$ cat config.mk
export PLATFORM = sky130hd
export DESIGN_NAME = vga_pattern_gen
export DESIGN_NICKNAME = d
export VERILOG_FILES = /design/src/rtl/vga_pattern_gen.sv
export SDC_FILE = /design/constraint.sdc
export NUM_CORES = 1
export LEC_CHECK = 0
export BUFFER_PORTS_ARGS = -buffer_cell sky130_fd_sc_hd__buf_2
export CAP_MARGIN = 20
export CORE_ASPECT_RATIO = 0.8
export CORE_UTILIZATION = 53
export CTS_CLUSTER_SIZE = 10
export DETAILED_ROUTE_END_ITERATION = 8
export PLACE_DENSITY = 0.76
export SYNTH_ARGS = -nofsm -noshare
export SYNTH_HDL_FRONTEND = slang
export SYNTH_SLANG_ARGS = --single-unit
$ cat constraint.sdc
create_clock -name CLK -period 4.3 [get_ports CLK]
set_clock_uncertainty 0.1 [all_clocks]
set_input_delay 0.86 -clock CLK [delete_from_list [all_inputs] [get_ports CLK]]
set_output_delay 0.86 -clock CLK [all_outputs]
set_load 0.1 [all_outputs]
$ cat src/rtl/vga_pattern_gen.sv
// Test-pattern pixel source placed directly after a VGA sync generator.
// Two-stage pipeline: stage1 registers the sync/DE/X/Y inputs, and stage2 computes
// the colour and registers every output. Syncs, DE and RGB all leave exactly
// 2 clocks after entering, so they stay aligned.
// The pattern mode, frame counter and bouncing box update at frame start, which is
// the falling edge of the stage1 vertical sync.
module vga_pattern_gen #(
  parameter int H_ACTIVE  = 640,
  parameter int V_ACTIVE  = 480,
  parameter int COLOR_W   = 4,
  parameter int CHK_SHIFT = 5,
  parameter int BOX_SIZE  = 32
) (
  input  logic               CLK,
  input  logic               RST,
  input  logic               iH_SYNC,
  input  logic               iV_SYNC,
  input  logic               iDE,
  input  logic [10:0]        iX,
  input  logic [10:0]        iY,
  input  logic [1:0]         iMODE,
  output logic               oH_SYNC,
  output logic               oV_SYNC,
  output logic               oDE,
  output logic [COLOR_W-1:0] oR,
  output logic [COLOR_W-1:0] oG,
  output logic [COLOR_W-1:0] oB,
  output logic [15:0]        oFRAME_CNT
);

  localparam logic [10:0]        BX_MAX = 11'(H_ACTIVE - BOX_SIZE);
  localparam logic [10:0]        BY_MAX = 11'(V_ACTIVE - BOX_SIZE);
  localparam int                 BAR_W  = H_ACTIVE / 8;
  localparam logic [COLOR_W-1:0] FULL   = {COLOR_W{1'b1}};

  // stage1 registers
  logic        r_hs1, r_vs1, r_de1, r_vs1_prev;
  logic [10:0] r_x1, r_y1;
  // frame-rate state
  logic [1:0]  r_mode;
  logic [15:0] r_frame_cnt;
  logic [10:0] r_bx, r_by;
  logic        r_dx_neg, r_dy_neg;

  logic               w_fs;
  logic [2:0]         w_bar;
  logic               w_chk;
  logic               w_in_box;
  logic [COLOR_W-1:0] w_r, w_g, w_b;
  logic [10:0]        w_bx_n, w_by_n;
  logic               w_dx_neg_n, w_dy_neg_n;

  assign w_fs       = r_vs1_prev & ~r_vs1;
  assign oFRAME_CNT = r_frame_cnt;

  // Stage1: register the raw sync-generator outputs plus the previous vsync value.
  always_ff @(posedge CLK) begin
    if (RST) begin
      r_hs1      <= 1'b1;
      r_vs1      <= 1'b1;
      r_vs1_prev <= 1'b1;
      r_de1      <= 1'b0;
      r_x1       <= '0;
      r_y1       <= '0;
    end else begin
      r_hs1      <= iH_SYNC;
      r_vs1      <= iV_SYNC;
      r_vs1_prev <= r_vs1;
      r_de1      <= iDE;
      r_x1       <= iX;
      r_y1       <= iY;
    end
  end

  // Box step for both axes; a wall hit reverses the direction and steps away from it.
  always_comb begin
    w_bx_n     = r_dx_neg ? r_bx - 11'd1 : r_bx + 11'd1;
    w_dx_neg_n = r_dx_neg;
    if (!r_dx_neg && r_bx == BX_MAX) begin
      w_dx_neg_n = 1'b1;
      w_bx_n     = r_bx - 11'd1;
    end else if (r_dx_neg && r_bx == 11'd0) begin
      w_dx_neg_n = 1'b0;
      w_bx_n     = 11'd1;
    end
    w_by_n     = r_dy_neg ? r_by - 11'd1 : r_by + 11'd1;
    w_dy_neg_n = r_dy_neg;
    if (!r_dy_neg && r_by == BY_MAX) begin
      w_dy_neg_n = 1'b1;
      w_by_n     = r_by - 11'd1;
    end else if (r_dy_neg && r_by == 11'd0) begin
      w_dy_neg_n = 1'b0;
      w_by_n     = 11'd1;
    end
  end

  // Frame-start state: counter, latched mode and box position.
  always_ff @(posedge CLK) begin
    if (RST) begin
      r_frame_cnt <= '0;
      r_mode      <= 2'd0;
      r_bx        <= '0;
      r_by        <= '0;
      r_dx_neg    <= 1'b0;
      r_dy_neg    <= 1'b0;
    end else if (w_fs) begin
      r_frame_cnt <= r_frame_cnt + 16'd1;
      r_mode      <= iMODE;
      r_bx        <= w_bx_n;
      r_by        <= w_by_n;
      r_dx_neg    <= w_dx_neg_n;
      r_dy_neg    <= w_dy_neg_n;
    end
  end

  // Colour from the stage1 pixel; blanking always gives black.
  always_comb begin
    w_bar = 3'd0;
    for (int k = 1; k < 8; k++) begin
      if (int'(r_x1) >= k * BAR_W) w_bar = w_bar + 3'd1;
    end
    w_chk    = r_x1[CHK_SHIFT] ^ r_y1[CHK_SHIFT];
    w_in_box = ({1'b0, r_x1} >= {1'b0, r_bx}) && ({1'b0, r_x1} < {1'b0, r_bx} + 12'(BOX_SIZE)) &&
               ({1'b0, r_y1} >= {1'b0, r_by}) && ({1'b0, r_y1} < {1'b0, r_by} + 12'(BOX_SIZE));
    w_r = '0;
    w_g = '0;
    w_b = '0;
    if (r_de1) begin
      case (r_mode)
        2'd0: begin
          w_r = w_bar[1] ? '0 : FULL;
          w_g = w_bar[2] ? '0 : FULL;
          w_b = w_bar[0] ? '0 : FULL;
        end
        2'd1: begin
          w_r = w_chk ? '0 : FULL;
          w_g = w_chk ? '0 : FULL;
          w_b = w_chk ? '0 : FULL;
        end
        2'd2: begin
          w_r = w_in_box ? FULL : '0;
          w_g = w_in_box ? FULL : '0;
          w_b = FULL;
        end
        default: begin
          w_r = r_x1[7:8-COLOR_W];
          w_g = r_y1[7:8-COLOR_W];
          w_b = r_frame_cnt[7:8-COLOR_W];
        end
      endcase
    end
  end

  // Stage2: register every output together so they stay aligned.
  always_ff @(posedge CLK) begin
    if (RST) begin
      oH_SYNC <= 1'b1;
      oV_SYNC <= 1'b1;
      oDE     <= 1'b0;
      oR      <= '0;
      oG      <= '0;
      oB      <= '0;
    end else begin
      oH_SYNC <= r_hs1;
      oV_SYNC <= r_vs1;
      oDE     <= r_de1;
      oR      <= w_r;
      oG      <= w_g;
      oB      <= w_b;
    end
  end

endmodule

==> results of run 1 <==
## synth_stat cells (4+ instances only)
master | n | area [sq um]
o22ai_1 | 5 | 31.3
o21ai_0 | 19 | 95.1
nor3_1 | 20 | 100
and2_1 | 4 | 25.0
dfxtp_1 | 82 | 1640
nand4_1 | 11 | 68.8
nand2b_1 | 11 | 68.8
and3_1 | 6 | 37.5
and4_1 | 7 | 61.3
nor4_1 | 4 | 25.0
nor2_1 | 51 | 191
xnor2_1 | 17 | 149
a211oi_1 | 18 | 135
ha_1 | 48 | 601
clkbuf_1 | 28 | 105
a21oi_1 | 36 | 180
nor2b_1 | 28 | 175
o31ai_1 | 5 | 37.5
mux2i_1 | 6 | 60.1
xor2_1 | 13 | 114
a311oi_1 | 4 | 35.0
buf_2 | 8 | 40.0
a22oi_1 | 4 | 30.0
o211ai_1 | 5 | 37.5
nand2_1 | 37 | 139
nand3_1 | 20 | 100
inv_1 | 33 | 124
or2_2 | 6 | 37.5
o21ai_1 | 12 | 60.1
a31oi_1 | 12 | 75.1
## cell type report
cell class / count / share of cell area
clock inverter: 7 / 0.0168
timing repair buffer: 69 / 0.0623
tap: 119 / 0.0250
clock buffer: 9 / 0.0379
multi-input combinational: 473 / 0.559
sequential: 82 / 0.277
inverter: 35 / 0.0221
## metal layers
layer / up-vias / track usage
met4: 0 / 0.0888
met5: - / 0
li1: 2361 / -
met3: 24 / 0.0483
met1: 2240 / 0.327
met2: 205 / 0.395
## per-stage QoR
step	TNS [ps]	area [sq um]	hold slack, ps
floorplan	0	5220	289
global placement	0	5560	310
detailed placement	-5.20	5560	306
CTS	0	5890	320
global route	-162	5950	334
finish	0	5950	320
## state kept, by name (all words and copies together) (netlist names)
signal and cells:
oB 4, oDE 1, oFRAME_CNT 16, oG 4
oH_SYNC 1, oR 4, oV_SYNC 1, r_bx 11
r_by 11, r_de1 1, r_dx_neg 1, r_dy_neg 1
r_hs1 1, r_mode 2, r_vs1 1, r_x1 11
r_y1 11
## path summary, 6_finish.rpt
check,from,to,cells after the start
max reg2reg,r_x1[9]$_SDFF_PP0_,oG[1]$_SDFF_PP0_,21
min reg2reg,r_hs1$_SDFF_PP1_,oH_SYNC$_SDFF_PP1_,1
min,r_hs1$_SDFF_PP1_,oH_SYNC$_SDFF_PP1_,1
max,r_x1[9]$_SDFF_PP0_,oG[1]$_SDFF_PP0_,21
## critical path, stage by stage (launching register included)
cell      delay (ps)
dfxtp_4          370
nor3_4           190
nand2_1           60
or2_4            250
inv_1             60
ha_1             130
a21boi_2         170
nor2_1            60
ha_1             290
a22oi_2          150
xor2_1           210
o21ai_1          140
ha_1             300
o21bai_1         130
o31a_1           170
ha_1             150
inv_1             50
a211oi_2         210
xor3_1           290
mux2i_2          210
a311oi_2         310
a21oi_2           80
## report_power, final
group	internal, mW	switching (mW)
Clock	0.513	0.334
Sequential	0.787	0.0240
Combinational	0.154	0.262
Total	1.45	0.620
## cells by family (layout without fill, tap and decap cells)
logic type                 count (synthesis)  count (layout)
AOI/OAI and AO/OA                        160             160
xor gates and xnor gates                  31              31
adders and majority gates                 48              48
buffers and inverters                     76             120
DFF                                       82              82
muxes                                      7               7
and+or+nand+nor                          227             227
## repair_timing
action | CTS | global route
setup endpoints to repair | 4 | 5
buffers inserted | 0 | 1
pin swaps | 0 | 6
resized for setup | 1 | 13
hold endpoints to repair | 0 | 0
cloned | 0 | 0
hold buffers | 0 | 0
==> impl_results.md, run 1 <==
* DR WL met2 at 5770 microns
* Max-slew headroom at 0.278
* Dpl hpwl at 8790 microns
* Distinct cells, synth at 77
* CP Launch Type: register
* Hold violation total from the final report at 0
* # fillers at 836
* Main combinational cell family by area after synthesis: simple AND/OR/NAND/NOR gates
* Synth Area in Compound Gates at 0.210
* R2R Setup Slk at 80 ps
* ANT nets after route at 0
* Post-route minimum period at 4220 ps
* Pre-CTS setup slack at -5.20 ps
* Outcome: finished clean
* Post-Route WL at 12600 microns
* Clk sinks at 82
* WL met1 at 5760 microns
* Synth Cell Area at 0.00522 sq mm
* CTS root buf: clkbuf_16
* Diodes inserted at 0
* CP Data Required Time at 4410 ps
* Yosys warnings at 0
* Most frequent cells in the layout: dfxtp_1 (79), buf_2 (59), nor2_1 (51), ha_1 (47), nand2_1 (37)
* Worst-path maximum fanout at 5
* CTS clock-pin slew for the worst setup and hold paths at 70 ps
* GRT Total Usage at 0.246
* Worst hold path type: reg -> reg
* Initial Util at 0.543
* Overall die width at 113 microns
* Post-synthesis xor/xnor area fraction at 0.0549
* Die area at 0.0103 sq mm
* FFs w/ async S/R, synth at 0
* Die H at 90.8 microns
* Fin util at 0.619
* Site Rows at 32
* Storage element area at 0.00165 sq mm
* Final nets at 747
* Commonest non-fill, non-tap cell in the layout: dfxtp_1
* Total gr overflow at 0
* FMAX at 237 MHz
* Routed via count at 4830
* 1st-pass router iterations at 6
* Share of cells above drive strength 1 at 0.167
* Max-cap violations at 0
* Final setup viols at 0
* Simple-gate share of the synthesized area at 0.233
* Post-placement cell count at 777
* Met3 WL post-DR at 798 microns
* Peak VDD IR at 0.000203 V
* DR vias/cell at 6.08
* Clock Tree Buf Depth at 2
* Gp weighted congestion at 0.917
* Pwr Density at 349 mW/mm^2
* Critical Path AT at 4330 ps
* Multiplexer share of the synthesized area at 0.0137
* Remaining DRCs at 0
* Multi-input logic area at 0.00333 sq mm
* Worst-Skew Late Latency at 340 ps
* Worst Max-Slew Pin Slew at 1080 ps
* Register area share after synthesis at 0.314
* Adder-cell share of the synthesized area at 0.115
* DR top layer: met4
* Number of nets produced by synthesis at 708
* Vias in the first global route at 4469
* Core Area at 0.00961 sq mm
* TritonCTS buffer count at 9
* Area grow syn2layout at 13.9%
* # H-tree levels at 3
* Syn Inst Count at 631
* Final Cycle Share at 0.982
* Dominant synthesized flop cell: dfxtp_1
* Synthesized area per cell at 8.27 sq um
* Total power at 2.07 mW
* Finished Layout Cells at 794
* Drt initial violations at 537
* First-pass GRT wire length at 20400 microns
* # IOs at 60
* Input/output buffers at 59
* Synthesis-stage register bit count at 82
* Worst setup EP type: register
* Initial antenna violation count at 0
* Largest net degree at the start of global routing at 71
* Number of synthesized flops with an enable pin at 0
* CTS tree: built
* Final-report max-slew violation count at 0
* CP Class: reg -> reg
* Wire length per cell at 15.8 microns
* Leak at 2.40 nW
* Final worst slack at 79.2 ps
(Power assumes the default switching activity.)
==> run 2: changes to the inputs <==
Settings changed: CORE_UTILIZATION 53 to 28, PLACE_DENSITY 0.76 to default.
==> run 2 against run 1 <==
Compared with the run above: clock-buffer cell count is 2 higher; core utilization is 28 points lower; combinational power decreased by 1%; largest power group is now registers; highest routed layer unchanged.
==> impl_results.md, run 2 (synthesis gave the netlist of run 1 again) <==
* Peak VDD IR at 0.000152 V (was 0.000203 V)
* CTS tree: built (unchanged)
* Worst-path maximum fanout at 4 (was 5)
* CP Launch Type: register (unchanged)
* Core Area at 0.0182 sq mm (was 0.00961 sq mm)
* TritonCTS buffer count at 9 (unchanged)
* Finished Layout Cells at 930 (was 794)
* DR vias/cell at 4.91 (was 6.08)
* Post-route minimum period at 4100 ps (was 4220 ps)
* Final worst slack at 196 ps (was 79.2 ps)
* Site Rows at 44 (was 32)
* Diodes inserted at 0 (unchanged)
* Fin util at 0.335 (was 0.619)
* 1st-pass router iterations at 5 (was 6)
* Multi-input logic area at 0.00332 sq mm (was 0.00333 sq mm)
* Input/output buffers at 59 (unchanged)
* Pwr Density at 328 mW/mm^2 (was 349 mW/mm^2)
* Total gr overflow at 0 (unchanged)
* Clk network pwr share at 0.390 (was 0.408)
* FMAX at 244 MHz (was 237 MHz)
* Most frequent cells in the layout: dfxtp_1 (81), buf_2 (60), nor2_1 (51), ha_1 (47), nand2_1 (37) (was dfxtp_1 (79), buf_2 (59), nor2_1 (51), ha_1 (47), nand2_1 (37))
* CTS root buf: clkbuf_16 (unchanged)
* Final instance area at 0.00610 sq mm (was 0.00595 sq mm)
* Dpl hpwl at 9290 microns (was 8790 microns)
* Final Cycle Share at 0.954 (was 0.982)
* Initial antenna violation count at 0 (unchanged)
* Routed via count at 4562 (was 4830)
* Outcome: finished clean (unchanged)
* Worst Max-Slew Pin Slew at 743 ps (was 1080 ps)
* Drt initial violations at 324 (was 537)
* Sw Share at 0.299 (about the same)
* Die H at 124 microns (was 90.8 microns)
* Critical Path AT at 4220 ps (was 4330 ps)
* Share of cells above drive strength 1 at 0.165 (was 0.167)
* Post-placement cell count at 913 (was 777)
* GRT Total Usage at 0.143 (was 0.246)
* Final nets at 750 (was 747)
* Area grow syn2layout at 16.9% (was 13.9%)
* Final-report max-slew violation count at 0 (unchanged)
* Final setup viols at 0 (unchanged)
* First-pass GRT wire length at 21600 microns (was 20400 microns)
* Remaining DRCs at 0 (unchanged)
* Max-cap violations at 0 (unchanged)
* Switch Pwr at 597 uW (was 620 uW)
* # IOs at 60 (unchanged)
* Post-Route WL at 12900 microns (was 12600 microns)
* Max reg flops at 16 (unchanged)
* Initial Util at 0.287 (was 0.543)
* Leak at 2.41 nW (was 2.40 nW)
* CTS clock-pin slew for the worst setup and hold paths at 60 ps (was 70 ps)
* Worst setup EP type: register (unchanged)
* Worst-Skew Late Latency at 350 ps (was 340 ps)
* Pre-CTS setup slack at 57.2 ps (was -5.20 ps)
* Internal at 1.40 mW (was 1.45 mW)
* Reg power frac at 0.405 (was 0.391)
* Storage element area at 0.00165 sq mm (about the same)
* Dpl cell area at 0.00574 sq mm (was 0.00556 sq mm)
* ANT nets after route at 0 (unchanged)
* # H-tree levels at 3 (unchanged)
* Overall die width at 155 microns (was 113 microns)
* Clock Tree Buf Depth at 2 (unchanged)
* Gp weighted congestion at 0.865 (was 0.917)
* Worst hold path type: reg -> reg (unchanged)
* Vias in the first global route at 4229 (was 4469)
* Wire length per cell at 13.9 microns (was 15.8 microns)
* Hold violation total from the final report at 0 (unchanged)
* Combinational power share at 0.205 (was 0.201)
* Max-slew headroom at 0.498 (was 0.278)
* # fillers at 1893 (was 836)
* CP Data Required Time at 4410 ps (about the same)
* Clk sinks at 82 (unchanged)
* Die area at 0.0192 sq mm (was 0.0103 sq mm)
* Commonest non-fill, non-tap cell in the layout: dfxtp_1 (unchanged)
* Largest net degree at the start of global routing at 71 (unchanged)
* CP Class: reg -> reg (unchanged)
run 2: cell count changes in the layout (fill, tap and decap cells not counted), moves of 2 or more:
cell        before  now
clkinvlp_4       3    0
clkinv_4         0    2
buf_4           10   12
inv_6            2    0
dfxtp_1         79   81
dfxtp_2          2    0
run 2: per-stage QoR:
stage	TNS, ps	power [mW]	hold WS (ps)
2_1_floorplan	0	1.13	289
6_report	0	2.00	312
4_1_cts	0	2.02	314
5_1_grt	-45.0	2.11	348
3_3_place_gp	0	1.22	290
3_5_place_dp	0	1.22	302
run 2: final cells by class:
| cell class | count | area share |
|---|---|---|
| clock buffer | 11 | 0.0398 |
| timing repair buffer | 72 | 0.0640 |
| inverter | 35 | 0.0215 |
| multi-input combinational | 473 | 0.545 |
| tap | 253 | 0.0519 |
| clock inverter | 4 | 0.00861 |
| sequential | 82 | 0.270 |
run 2: power by group through the flow:
stage               logic, mW  registers, mW  clock network, mW
floorplan               0.232          0.901                  0
global placement        0.389          0.828                  0
detailed placement      0.393          0.828                  0
CTS                     0.395          0.810              0.810
global route            0.454          0.814              0.843
finish                  0.410          0.811              0.780
run 2: layer usage:
metal | up-vias | share of wire | track usage
met1 | 2074 | 0.51 | 0.197
met3 | 11 | 0.048 | 0.0362
met5 | - | 0 | 0
met4 | 0 | 0.0087 | 0.0408
met2 | 120 | 0.43 | 0.222
li1 | 2357 | - | -
run 2: what timing repair did:
action                                  CTS  global route
endpoints found under the setup margin    0             8
buffers inserted                          0             2
resized for setup                         0            12
hold buffers                              0             0
run 2: final timing paths:
path | startpoint | to | slack (ps) | depth (start not counted)
worst min register to register | r_hs1$_SDFF_PP1_ | oH_SYNC$_SDFF_PP1_ | 310 | 1
worst min-delay path | r_hs1$_SDFF_PP1_ | oH_SYNC$_SDFF_PP1_ | 310 | 1
worst max-delay path | r_x1[9]$_SDFF_PP0_ | oG[1]$_SDFF_PP0_ | 200 | 21
worst max register to register | r_x1[9]$_SDFF_PP0_ | oG[1]$_SDFF_PP0_ | 200 | 21
run 2: critical path, cell delays in order (launching register included):
cell and delay [ps]:
dfxtp_4 360, nor3_4 190, nand2_1 60, or2_4 240, inv_1 60, ha_1 140
a21boi_2 180, nor2_1 60, ha_1 300, a22oi_2 130, xor2_1 210, o21ai_1 120
ha_1 280, o21bai_2 110, o31a_1 170, ha_1 150, inv_1 50, a211oi_2 190
xor3_1 270, mux2i_2 200, a311oi_1 280, a21oi_1 100
==> run 3: changes to the inputs <==
Settings changed: GPL_TIMING_DRIVEN from default to 0.
==> run 3 against run 2 <==
Compared with the run above: worst hold slack better by 9.1 ps; sequential power about the same; sequential share of layout area down 0.70 points; die area unchanged; fmax up 0.40%; setup slack better by 16 ps; clock-buffer cell count unchanged; register-to-register slack better by 20 ps; critical path type unchanged.
==> impl_results.md, run 3 (synthesis gave the netlist of run 1 again) <==
* Reg power frac at 0.395 (was 0.405)
* Crit path capture: oG[2]$_SDFF_PP0_ (was oG[1]$_SDFF_PP0_)
* Routed via count at 4798 (was 4562)
* Critical path origin: r_x1[5]$_SDFF_PP0_ (was r_x1[9]$_SDFF_PP0_)
* Outcome: finished clean (unchanged)
* Die area at 0.0192 sq mm (unchanged)
* Dpl hpwl at 10400 microns (was 9290 microns)
* Post-Route WL at 14000 microns (was 12900 microns)
* Die H at 124 microns (unchanged)
* Pwr Density at 326 mW/mm^2 (was 328 mW/mm^2)
* CP max-delay cell: dfxtp_4 (unchanged)
* Overall die width at 155 microns (unchanged)
* Final instance area at 0.00629 sq mm (was 0.00610 sq mm)
* DR vias/cell at 4.97 (was 4.91)
* Clk network pwr share at 0.379 (was 0.390)
* Worst-path maximum fanout at 10 (was 4)
* Hold violation total from the final report at 0 (unchanged)
* Initial antenna violation count at 0 (unchanged)
* Core Area at 0.0182 sq mm (unchanged)
* Worst-Skew Late Latency at 350 ps (about the same)
* Remaining DRCs at 0 (unchanged)
* Max incr delay on CP at 340 ps (was 360 ps)
* Area grow syn2layout at 20.5% (was 16.9%)
* Leak at 2.47 nW (was 2.41 nW)
* CP bufs+invs at 3 (was 2)
* Wire length per cell at 14.5 microns (was 13.9 microns)
* Drt initial violations at 342 (was 324)
* Top delay family on crit path: compound AO/OA/AOI/OAI gates (unchanged)
* Worst Max-Slew Pin Slew at 709 ps (was 743 ps)
* Total gr overflow at 0 (unchanged)
* Internal at 1.43 mW (was 1.40 mW)
* Largest net degree at the start of global routing at 14 (was 71)
* Hold Buf Count CTS at 0 (unchanged)
* Final-report max-slew violation count at 0 (unchanged)
* Dpl cell area at 0.00583 sq mm (was 0.00574 sq mm)
* FMAX at 245 MHz (was 244 MHz)
* GRT Total Usage at 0.155 (was 0.143)
* WHS at 321 ps (was 312 ps)
* First-pass GRT wire length at 23100 microns (was 21600 microns)
* Site Rows at 44 (unchanged)
* Final Cycle Share at 0.950 (was 0.954)
* CP Launch Type: register (unchanged)
* CP Class: reg -> reg (unchanged)
* Gp weighted congestion at 0.904 (was 0.865)
* CTS clock-pin slew for the worst setup and hold paths at 60 ps (about the same)
* Clk sinks at 82 (unchanged)
* CTS tree: built (unchanged)
* Vias in the first global route at 4518 (was 4229)
* Critical Path AT at 4210 ps (was 4220 ps)
* Crit path top cell by count: ha_1 (unchanged)
* Worst path depth at 22 (was 21)
* TritonCTS buffer count at 9 (unchanged)
* Clock Tree Buf Depth at 2 (unchanged)
* CTS root buf: clkbuf_16 (unchanged)
* Fin util at 0.345 (was 0.335)
* R2R Setup Slk at 210 ps (was 200 ps)
* Post-route minimum period at 4090 ps (was 4100 ps)
* Input/output buffers at 58 (was 59)
* Worst hold path type: reg -> reg (unchanged)
* Max-cap violations at 0 (unchanged)
* Peak VDD IR at 0.000207 V (was 0.000152 V)
* CP Data Required Time at 4430 ps (was 4410 ps)
* Switch Pwr at 620 uW (was 597 uW)
* Worst-case reg-to-reg path depth at 22 (was 21)
* Share of cells above drive strength 1 at 0.174 (was 0.165)
* Final nets at 784 (was 750)
* Max-slew headroom at 0.521 (was 0.498)
* Commonest non-fill, non-tap cell in the layout: dfxtp_1 (unchanged)
* Initial Util at 0.287 (unchanged)
* Sw Share at 0.302 (was 0.299)
* Worst-path cell chain: buf_6 -> o21ai_1 -> nand2_1 -> or2_4 -> inv_1 -> ha_1 -> a21boi_2 -> nor2_1 -> ha_1 -> a22oi_2 -> xor2_2 -> o21ai_2 -> ha_1 -> o21bai_2 -> o31a_1 -> ha_1 -> inv_1 -> a211oi_2 -> xor3_1 -> mux2i_4 -> a311oi_1 -> a21oi_1 (was nor3_4 -> nand2_1 -> or2_4 -> inv_1 -> ha_1 -> a21boi_2 -> nor2_1 -> ha_1 -> a22oi_2 -> xor2_1 -> o21ai_1 -> ha_1 -> o21bai_2 -> o31a_1 -> ha_1 -> inv_1 -> a211oi_2 -> xor3_1 -> mux2i_2 -> a311oi_1 -> a21oi_1)
* Combinational power share at 0.226 (was 0.205)
* R2r startpoint: r_x1[5]$_SDFF_PP0_ (was r_x1[9]$_SDFF_PP0_)
* # IOs at 60 (unchanged)
* Max reg flops at 16 (unchanged)
* Most frequent cells in the layout: dfxtp_1 (76), buf_2 (62), nor2_1 (51), ha_1 (47), nand2_1 (37) (was dfxtp_1 (81), buf_2 (60), nor2_1 (51), ha_1 (47), nand2_1 (37))
* Worst setup EP type: register (unchanged)
* Final setup viols at 0 (unchanged)
* # H-tree levels at 3 (unchanged)
* RSZ-0062 raised after global routing: false
* ANT nets after route at 0 (unchanged)
* FF-to-FF End: oG[2]$_SDFF_PP0_ (was oG[1]$_SDFF_PP0_)
* 1st-pass router iterations at 4 (was 5)
run 3: through the flow:
step | setup slack, ps | TNS (ps) | total power, mW | instances
after floorplan | 24.5 | 0 | 1.13 | 631
after global placement | -492 | -2650 | 1.22 | 942
after detailed placement | -555 | -2970 | 1.22 | 942
after CTS | 4.08 | 0 | 2.05 | 964
after global routing | 17.1 | 0 | 2.14 | 964
final | 213 | 0 | 2.05 | 965
run 3: power by group through the flow:
stage	clock [mW]	sequential [mW]	combinational, mW
6_report	0.777	0.811	0.464
4_1_cts	0.795	0.809	0.445
3_3_place_gp	0	0.826	0.395
2_1_floorplan	0	0.901	0.232
3_5_place_dp	0	0.826	0.399
5_1_grt	0.821	0.815	0.508
run 3: worst min path at each step:
stage / from / to / slack [ps] / depth (start not counted)
2_1_floorplan: r_hs1$_SDFF_PP1_ / oH_SYNC$_SDFF_PP1_ / 290 / 1
3_3_place_gp: r_hs1$_SDFF_PP1_ / oH_SYNC$_SDFF_PP1_ / 290 / 1
3_5_place_dp: r_hs1$_SDFF_PP1_ / oH_SYNC$_SDFF_PP1_ / 310 / 1
4_1_cts: r_hs1$_SDFF_PP1_ / oH_SYNC$_SDFF_PP1_ / 330 / 1
5_1_grt: r_hs1$_SDFF_PP1_ / oH_SYNC$_SDFF_PP1_ / 340 / 1
6_report: r_hs1$_SDFF_PP1_ / oH_SYNC$_SDFF_PP1_ / 320 / 1
run 3: timing repair:
| item | 4_1_cts | 5_1_grt |
|---|---|---|
| pin swaps | 8 | 6 |
| resized for setup | 25 | 5 |
| buffers inserted | 8 | 1 |
| setup endpoints to repair | 8 | 8 |
| cloned | 0 | 0 |
run 3: routing by layer:
metal	up-vias	wire, microns	track usage
met1	2230	6930	0.203
met3	19	662	0.0331
met2	105	6110	0.250
li1	2444	-	-
met4	0	289	0.0594
met5	-	0	0
run 3: layout make-up:
type | count | area [sq um]
Fill cell | 1933 | 11900
Clock buffer | 11 | 243
Antenna cell | 1 | 2.50
Clock inverter | 4 | 51.3
Sequential cell | 82 | 1650
Buffer | 39 | 185
Timing Repair Buffer | 67 | 358
Multi-Input combinational cell | 473 | 3350
Inverter | 35 | 131
Tap cell | 253 | 317
